===== src/rtl/bldc_commutation_controller_if.sv =====
// Signal bundle between the motor-control host and the BLDC commutation sequencer.
// The host drives hall/enable/direction/duty and reads the gate enables and status.
interface bldc_commutation_controller_if #(
    parameter int PWM_BITS = 8
);
    logic [2:0]          hall;
    logic                enable;
    logic                direction;
    logic [PWM_BITS-1:0] duty;
    logic [2:0]          high_on;
    logic [2:0]          low_on;
    logic                running;
    logic                fault;
    logic [1:0]          fault_code;
    logic [15:0]         position;

    modport master (
        output hall, enable, direction, duty,
        input  high_on, low_on, running, fault, fault_code, position
    );

    modport slave (
        input  hall, enable, direction, duty,
        output high_on, low_on, running, fault, fault_code, position
    );
endinterface


===== src/rtl/bldc_commutation_controller.sv =====
// Six-step BLDC commutation: hall sync/debounce, sequence validation, PWM gate drive
// with dead time between steps, signed position tracking and latched fault reporting.
//
// state   | meaning
// IDLE    | gates off, waiting for enable with a debounced hall code
// RUN     | table entry for hall_stable driven, high side PWM-gated
// DEAD    | all gates off for DEAD_CYCLES clocks after a commutation
// FAULT   | gates off, fault_code held until enable drops
module bldc_commutation_controller #(
    parameter int PWM_BITS        = 8,
    parameter int DEBOUNCE_CYCLES = 4,
    parameter int DEAD_CYCLES     = 8,
    parameter int STALL_CYCLES    = 100000
) (
    input logic                          clock,
    input logic                          reset_n,
    bldc_commutation_controller_if.slave bus
);
    typedef enum logic [1:0] {
        S_IDLE  = 2'd0,
        S_RUN   = 2'd1,
        S_DEAD  = 2'd2,
        S_FAULT = 2'd3
    } state_t;

    localparam int DEB_W   = $clog2(DEBOUNCE_CYCLES + 1);
    localparam int DEAD_W  = $clog2(DEAD_CYCLES + 1);
    localparam int STALL_W = $clog2(STALL_CYCLES + 1);
    localparam logic [DEB_W-1:0]   DEB_LOAD   = DEB_W'(DEBOUNCE_CYCLES - 1);
    localparam logic [DEAD_W-1:0]  DEAD_LOAD  = DEAD_W'(DEAD_CYCLES - 1);
    localparam logic [STALL_W-1:0] STALL_LOAD = STALL_W'(STALL_CYCLES - 1);

    state_t              state, state_nx;
    logic [2:0]          sync1, sync2;
    logic [1:0]          sync_vld;
    logic [2:0]          cand;
    logic                cand_vld;
    logic [DEB_W-1:0]    deb_cnt, deb_left;
    logic                deb_hit;
    logic [2:0]          hall_stable;
    logic                hall_ready;
    logic [PWM_BITS-1:0] pwm_cnt;
    logic                pwm_on;
    logic [DEAD_W-1:0]   dead_cnt, dead_nx;
    logic [STALL_W-1:0]  stall_cnt;
    logic                stall_hit, run_like;
    logic                dir_q, dir_nx;
    logic [15:0]         pos_q, pos_nx;
    logic [1:0]          code_q, code_nx;
    logic [2:0]          idx_old, idx_new, idx_fwd, idx_bwd;
    logic [5:0]          pair;
    logic [2:0]          hi_sel, lo_sel, high_q, low_q;

    // Position of a hall code in the forward sequence; 7 marks 000/111.
    function automatic logic [2:0] seq_idx(input logic [2:0] h);
        case (h)
            3'b101:  seq_idx = 3'd0;
            3'b100:  seq_idx = 3'd1;
            3'b110:  seq_idx = 3'd2;
            3'b010:  seq_idx = 3'd3;
            3'b011:  seq_idx = 3'd4;
            3'b001:  seq_idx = 3'd5;
            default: seq_idx = 3'd7;
        endcase
    endfunction

    // Forward {high phase, low phase} one-hot {A,B,C}.
    function automatic logic [5:0] fwd_pair(input logic [2:0] h);
        case (h)
            3'b101:  fwd_pair = 6'b100_010;
            3'b100:  fwd_pair = 6'b100_001;
            3'b110:  fwd_pair = 6'b010_001;
            3'b010:  fwd_pair = 6'b010_100;
            3'b011:  fwd_pair = 6'b001_100;
            3'b001:  fwd_pair = 6'b001_010;
            default: fwd_pair = 6'b000_000;
        endcase
    endfunction

    assign idx_old = seq_idx(hall_stable);
    assign idx_new = seq_idx(sync2);
    assign idx_fwd = (idx_old == 3'd5) ? 3'd0 : idx_old + 3'd1;
    assign idx_bwd = (idx_old == 3'd0) ? 3'd5 : idx_old - 3'd1;

    always_comb begin
        deb_left = DEB_LOAD;
        if (cand_vld && (sync2 == cand)) deb_left = deb_cnt;
    end

    // sync_vld keeps the reset contents of the synchroniser from being debounced as a code.
    assign deb_hit = sync_vld[1] && (deb_left == '0) && (!hall_ready || (sync2 != hall_stable));

    always_ff @(posedge clock or negedge reset_n) begin
        if (!reset_n) begin
            sync1       <= '0;
            sync2       <= '0;
            sync_vld    <= '0;
            cand        <= '0;
            cand_vld    <= 1'b0;
            deb_cnt     <= '0;
            hall_stable <= '0;
            hall_ready  <= 1'b0;
        end else begin
            sync1    <= bus.hall;
            sync2    <= sync1;
            sync_vld <= {sync_vld[0], 1'b1};
            if (sync_vld[1]) begin
                cand     <= sync2;
                cand_vld <= 1'b1;
                deb_cnt  <= (deb_left == '0) ? '0 : deb_left - 1'b1;
                if (deb_hit) begin
                    hall_stable <= sync2;
                    hall_ready  <= 1'b1;
                end
            end
        end
    end

    assign run_like  = (state == S_RUN) || (state == S_DEAD);
    assign stall_hit = run_like && (bus.duty != '0) && (stall_cnt == '0);
    assign pwm_on    = (pwm_cnt < bus.duty);

    always_ff @(posedge clock or negedge reset_n) begin
        if (!reset_n) begin
            state    <= S_IDLE;
            dir_q    <= 1'b0;
            pos_q    <= '0;
            code_q   <= '0;
            dead_cnt <= '0;
        end else begin
            state    <= state_nx;
            dir_q    <= dir_nx;
            pos_q    <= pos_nx;
            code_q   <= code_nx;
            dead_cnt <= dead_nx;
        end
    end

    always_comb begin
        state_nx = state;
        dir_nx   = dir_q;
        pos_nx   = pos_q;
        code_nx  = code_q;
        dead_nx  = dead_cnt;
        case (state)
            S_IDLE: begin
                if (bus.enable && hall_ready) begin
                    if (idx_old == 3'd7) begin
                        state_nx = S_FAULT;
                        code_nx  = 2'b01;
                    end else begin
                        state_nx = S_RUN;
                        dir_nx   = bus.direction;
                    end
                end
            end
            S_RUN, S_DEAD: begin
                if (!bus.enable) begin
                    state_nx = S_IDLE;
                end else if (deb_hit) begin
                    // hall_stable is always a valid code while in RUN/DEAD.
                    if (idx_new == 3'd7) begin
                        state_nx = S_FAULT;
                        code_nx  = 2'b01;
                    end else if (idx_new == idx_fwd) begin
                        state_nx = S_DEAD;
                        pos_nx   = pos_q + 16'd1;
                        dead_nx  = DEAD_LOAD;
                    end else if (idx_new == idx_bwd) begin
                        state_nx = S_DEAD;
                        pos_nx   = pos_q - 16'd1;
                        dead_nx  = DEAD_LOAD;
                    end else begin
                        state_nx = S_FAULT;
                        code_nx  = 2'b10;
                    end
                end else if (stall_hit) begin
                    state_nx = S_FAULT;
                    code_nx  = 2'b11;
                end else if (state == S_DEAD) begin
                    if (dead_cnt == '0) state_nx = S_RUN;
                    else                dead_nx  = dead_cnt - 1'b1;
                end
            end
            S_FAULT: begin
                if (!bus.enable) begin
                    state_nx = S_IDLE;
                    code_nx  = 2'b00;
                end
            end
            default: state_nx = S_IDLE;
        endcase
    end

    always_ff @(posedge clock or negedge reset_n) begin
        if (!reset_n) begin
            stall_cnt <= '0;
            pwm_cnt   <= '0;
        end else begin
            pwm_cnt <= pwm_cnt + 1'b1;
            if (!run_like || (bus.duty == '0) || deb_hit) stall_cnt <= STALL_LOAD;
            else if (stall_cnt != '0)                     stall_cnt <= stall_cnt - 1'b1;
        end
    end

    // Reverse direction swaps the high and low phase of each table entry.
    assign pair   = fwd_pair(hall_stable);
    assign hi_sel = dir_q ? pair[2:0] : pair[5:3];
    assign lo_sel = dir_q ? pair[5:3] : pair[2:0];

    always_ff @(posedge clock or negedge reset_n) begin
        if (!reset_n) begin
            high_q <= '0;
            low_q  <= '0;
        end else if ((state == S_RUN) && bus.enable) begin
            high_q <= pwm_on ? hi_sel : 3'b000;
            low_q  <= lo_sel;
        end else begin
            high_q <= '0;
            low_q  <= '0;
        end
    end

    assign bus.high_on    = high_q;
    assign bus.low_on     = low_q;
    assign bus.running    = run_like;
    assign bus.fault      = (state == S_FAULT);
    assign bus.fault_code = code_q;
    assign bus.position   = pos_q;
endmodule


===== src/flat_wrapper.sv =====
// flat-port wrapper written by rule: the top's interface ports become plain ports
module bldc_commutation_controller_flat 
#(
    parameter int PWM_BITS        = 8,
    parameter int DEBOUNCE_CYCLES = 4,
    parameter int DEAD_CYCLES     = 8,
    parameter int STALL_CYCLES    = 100000
)
  (clock, reset_n, bus_hall, bus_enable, bus_direction, bus_duty, bus_high_on, bus_low_on, bus_running, bus_fault, bus_fault_code, bus_position);
  bldc_commutation_controller_if #(.PWM_BITS(PWM_BITS)) bus_i ();
  input logic clock;
  input logic reset_n;
  input wire logic [$bits(bus_i.hall)-1:0] bus_hall;
  input wire logic [$bits(bus_i.enable)-1:0] bus_enable;
  input wire logic [$bits(bus_i.direction)-1:0] bus_direction;
  input wire logic [$bits(bus_i.duty)-1:0] bus_duty;
  output wire logic [$bits(bus_i.high_on)-1:0] bus_high_on;
  output wire logic [$bits(bus_i.low_on)-1:0] bus_low_on;
  output wire logic [$bits(bus_i.running)-1:0] bus_running;
  output wire logic [$bits(bus_i.fault)-1:0] bus_fault;
  output wire logic [$bits(bus_i.fault_code)-1:0] bus_fault_code;
  output wire logic [$bits(bus_i.position)-1:0] bus_position;
  assign bus_i.hall = bus_hall;
  assign bus_i.enable = bus_enable;
  assign bus_i.direction = bus_direction;
  assign bus_i.duty = bus_duty;
  assign bus_high_on = bus_i.high_on;
  assign bus_low_on = bus_i.low_on;
  assign bus_running = bus_i.running;
  assign bus_fault = bus_i.fault;
  assign bus_fault_code = bus_i.fault_code;
  assign bus_position = bus_i.position;
  bldc_commutation_controller #(.PWM_BITS(PWM_BITS), .DEBOUNCE_CYCLES(DEBOUNCE_CYCLES), .DEAD_CYCLES(DEAD_CYCLES), .STALL_CYCLES(STALL_CYCLES)) u_core (.clock(clock), .reset_n(reset_n), .bus(bus_i));
endmodule

===== config.mk =====
export PLATFORM = sky130hd
export DESIGN_NAME = bldc_commutation_controller_flat
export DESIGN_NICKNAME = d
export VERILOG_FILES = /design/src/rtl/bldc_commutation_controller_if.sv /design/src/rtl/bldc_commutation_controller.sv /design/src/flat_wrapper.sv
export SDC_FILE = /design/constraint.sdc
export NUM_CORES = 1
export LEC_CHECK = 0
export CAP_MARGIN = 0
export CORE_MARGIN = 8
export CORE_UTILIZATION = 55
export DETAILED_ROUTE_END_ITERATION = 6
export DONT_BUFFER_PORTS = 1
export GPL_TIMING_DRIVEN = 0
export PLACE_DENSITY = 0.7
export SETUP_SLACK_MARGIN = 0.5
export SYNTH_ARGS = -nofsm -noshare
export SYNTH_HDL_FRONTEND = slang
export SYNTH_SLANG_ARGS = --single-unit

===== constraint.sdc =====
create_clock -name clock -period 6.8 [get_ports clock]
set_clock_uncertainty 0.1 [all_clocks]
set_input_delay 1.36 -clock clock [delete_from_list [all_inputs] [get_ports clock]]
set_output_delay 1.36 -clock clock [all_outputs]
set_load 0.05 [all_outputs]

==> run metrics <==
minimum clock period ~5.4 ns; Clock Power Share around 18%; number of remaining DRC errors 0; Setup Fix Bufs, Post-CTS 0; sequential area share after synthesis roughly two fifths; die area 11300 sq um; Post-synth EDFFs 0; critical hold path startpoint u_core.sync_vld[0]; Req. time, crit path 6.93 ns; count of final setup violators 0; clock insertion delay at the later pin of the skew report 0.35 ns; final worst-path cycle share 79.8%; Via Count 3391; Peak Freq between 150 and 200 MHz; Sw Share between 40% and 50%; commonest non-fill, non-tap cell in the layout dfrtp_1; Initial DRT Pass Iterations 4; Wirelength per Cell roughly 15 microns; status finished clean; P per Cell Area 378 nW/um^2; reg2reg start u_core.hall_stable[1]; Worst-path clk slew 0.07 ns; die width roughly 110 microns; global-route usage over all layers 17.1%; slew at the pin with the worst max-slew slack 0.930 ns; Warnings, synthesis 0; final hold vios 0; Hold WS 0.251 ns; clock sink total 75; most frequent cells in the layout 75 x dfrtp_1, 47 x nand2_1, 34 x o21ai_0, 33 x ha_1, 29 x nor2_1; Comb pwr share about 43%; main flop type after synthesis dfrtp_1; CTS Buffer Depth 2; H-tree levels 3; flops & latches, synth 75; routed vias/inst 5.68; ys async rst share 100%; Starting DRT DRC Count 197; RSZ-0062 raised after global routing no; Netlist Area Pre-Place 4470 sq um; VDD IR-drop max 0.185 mV; final antenna-violating net count 0; GR Overflow Total 0; internal power ~1.0 mW; final WL 8940 microns; worst rel slew slack 37.4%; n_diodes 0; Crit path largest cell delay about 0.49 ns; Max-Cap Viols 0; num rows 33; WP data arrival roughly 5.6 ns; core area between 8000 and 9000 sq um; CTS Root Cell clkbuf_8; Synth Area per Inst 9.37 sq um; fill count 708; P_sw 0.805 mW; share of cells above drive strength 1 5.89%; Final GP Congestion 0.841; first-pass GRT wire length 15900 microns; Lkg Pwr 2.13 nW; Cells on Worst Hold Path 0; hold endpoint u_core.sync_vld[1]; Die Y 106 microns; hold_buf cts 0; CTS tree built; Startpoint Class flop; RR Endpoint u_core.bus.position[14]; Worst Hold Class flop to flop; Max Slew Vio Count 0; Setup Total Neg Slack 0 ns; Reg power frac between 30% and 40%; critical path peak fanout 16; Worst R2R Path Depth 18; post-synth cell types 58; largest net degree at the start of global routing between 70 and 80; CP Cell Sequence clkbuf_1 > clkbuf_1 > nor2b_1 > nor2_1 > ha_1 > and4b_1 > a221oi_1 > nand3_1 > and2_1 > inv_1 > ha_1 > o21a_1 > o31a_1 > o21ai_0 > o21ai_0 > a21oi_1 > a311o_1 > mux2_2; initial core utilization 55.5%; vias in the first global route 3372; Syn Nets 526; area added between synthesis and finish 6.85%; Post-CTS Resized 0; Cells after Synth 477; register-to-register setup slack 1.38 ns; post-DP HPWL about 6500 microns; Top Ports 41; endpoint class of the critical path flop; CTS buffer count 9; PortBufs 0; # nets final 537; worst setup path class flop to flop; antenna violations before repair 0; Slowest cell on crit path o21ai_0
==> metrics by stage <==
stage	setup slack (ns)	instances	instance area (sq um)	utilization [%]	total power, mW
after global routing	0.854	597	4780	59.3	1.96
final	1.38	597	4780	59.3	1.81
after detailed placement	1.40	582	4600	57.2	1.49
after CTS	1.39	597	4780	59.3	1.82
after floorplan	2.31	477	4470	-	1.33
after global placement	1.50	582	4600	57.2	1.46
==> synthesized netlist by cell type, drive strengths merged, types with 5 or more instances <==
cell type,n,area share (%)
a21o,6,1.0
a21oi,27,3.0
clkbuf,18,1.5
dfrtp,75,42
ha,33,9.2
inv,25,2.1
mux2,9,2.3
nand2,47,3.9
nand2b,7,0.98
nand3,17,1.9
nor2,29,2.4
nor2b,6,0.84
nor3,13,1.5
nor3b,5,0.84
nor4,9,1.3
o211ai,6,1.0
o21ai,36,4.0
or3,9,1.3
or4,5,0.92
xnor2,24,4.7
xor2,15,2.9
==> cells by family (layout without fill, tap and decap cells) <==
family	count (synthesis)	in the layout	share of synthesized area (%)
other cells	1	1	0.0839
fa+ha+maj	34	34	9.68
flops	75	75	42.0
xor+xnor	39	39	7.64
buf+inv	43	58	3.64
compound gates	104	104	14.5
mux	11	11	2.71
simple gates	170	170	19.8
==> worst max-delay path by stage <==
stage / start / endpoint / cells after the start
6_report: u_core.hall_stable[1] / u_core.bus.position[14] / 18
5_1_grt: u_core.hall_stable[1] / u_core.bus.position[14] / 18
4_1_cts: u_core.hall_stable[1] / u_core.bus.position[14] / 18
3_5_place_dp: u_core.hall_stable[1] / u_core.bus.position[14] / 18
3_3_place_gp: u_core.hall_stable[1] / u_core.bus.position[14] / 18
2_1_floorplan: u_core.hall_stable[1] / u_core.bus.position[14] / 18
==> critical path, delay by kind of cell (launching register included) <==
| kind | cells | cell delay, ns |
|---|---|---|
| compound gates | 7 | 1.67 |
| buf+inv | 3 | 1.20 |
| simple gates | 5 | 1.02 |
| fa+ha+maj | 2 | 0.74 |
| flops | 1 | 0.33 |
| mux | 1 | 0.26 |
==> layer usage <==
| metal | GRT usage (%) | wire (microns) |
|---|---|---|
| met1 | 20.9 | 4050 |
| met5 | 0 | 0 |
| met3 | 5.26 | 478 |
| met4 | 6.23 | 118 |
| met2 | 27.9 | 4290 |
==> sequential cells by signal, summed over array words and instances, names as in the netlist, 3 cells and up <==
name / cells
u_core.cand: 3
u_core.sync1: 3
u_core.stall_cnt: 17
u_core.hall_stable: 3
u_core.bus.low_on: 3
u_core.sync2: 3
u_core.bus.high_on: 3
u_core.bus.position: 16
u_core.dead_cnt: 4
u_core.deb_cnt: 3
u_core.pwm_cnt: 8
==> cell type report <==
type	instances	area [sq um]	area share [%]
multi-input combinational	359	2430	50.9
sequential	75	1880	39.3
clock buffer	12	135	2.83
tap	105	131	2.75
inverter	25	93.8	1.96
buffer	18	68.8	1.44
clock inverter	3	40.0	0.838
==> power groups by stage <==
| stage | logic (mW) | clock network [mW] | registers, mW |
|---|---|---|---|
| final | 0.785 | 0.324 | 0.698 |
| after global routing | 0.896 | 0.350 | 0.711 |
| after CTS | 0.784 | 0.335 | 0.699 |
| after detailed placement | 0.780 | 0 | 0.708 |
| after global placement | 0.757 | 0 | 0.705 |
| after floorplan | 0.644 | 0 | 0.686 |
No activity file was read; power rests on OpenSTA's default activity.
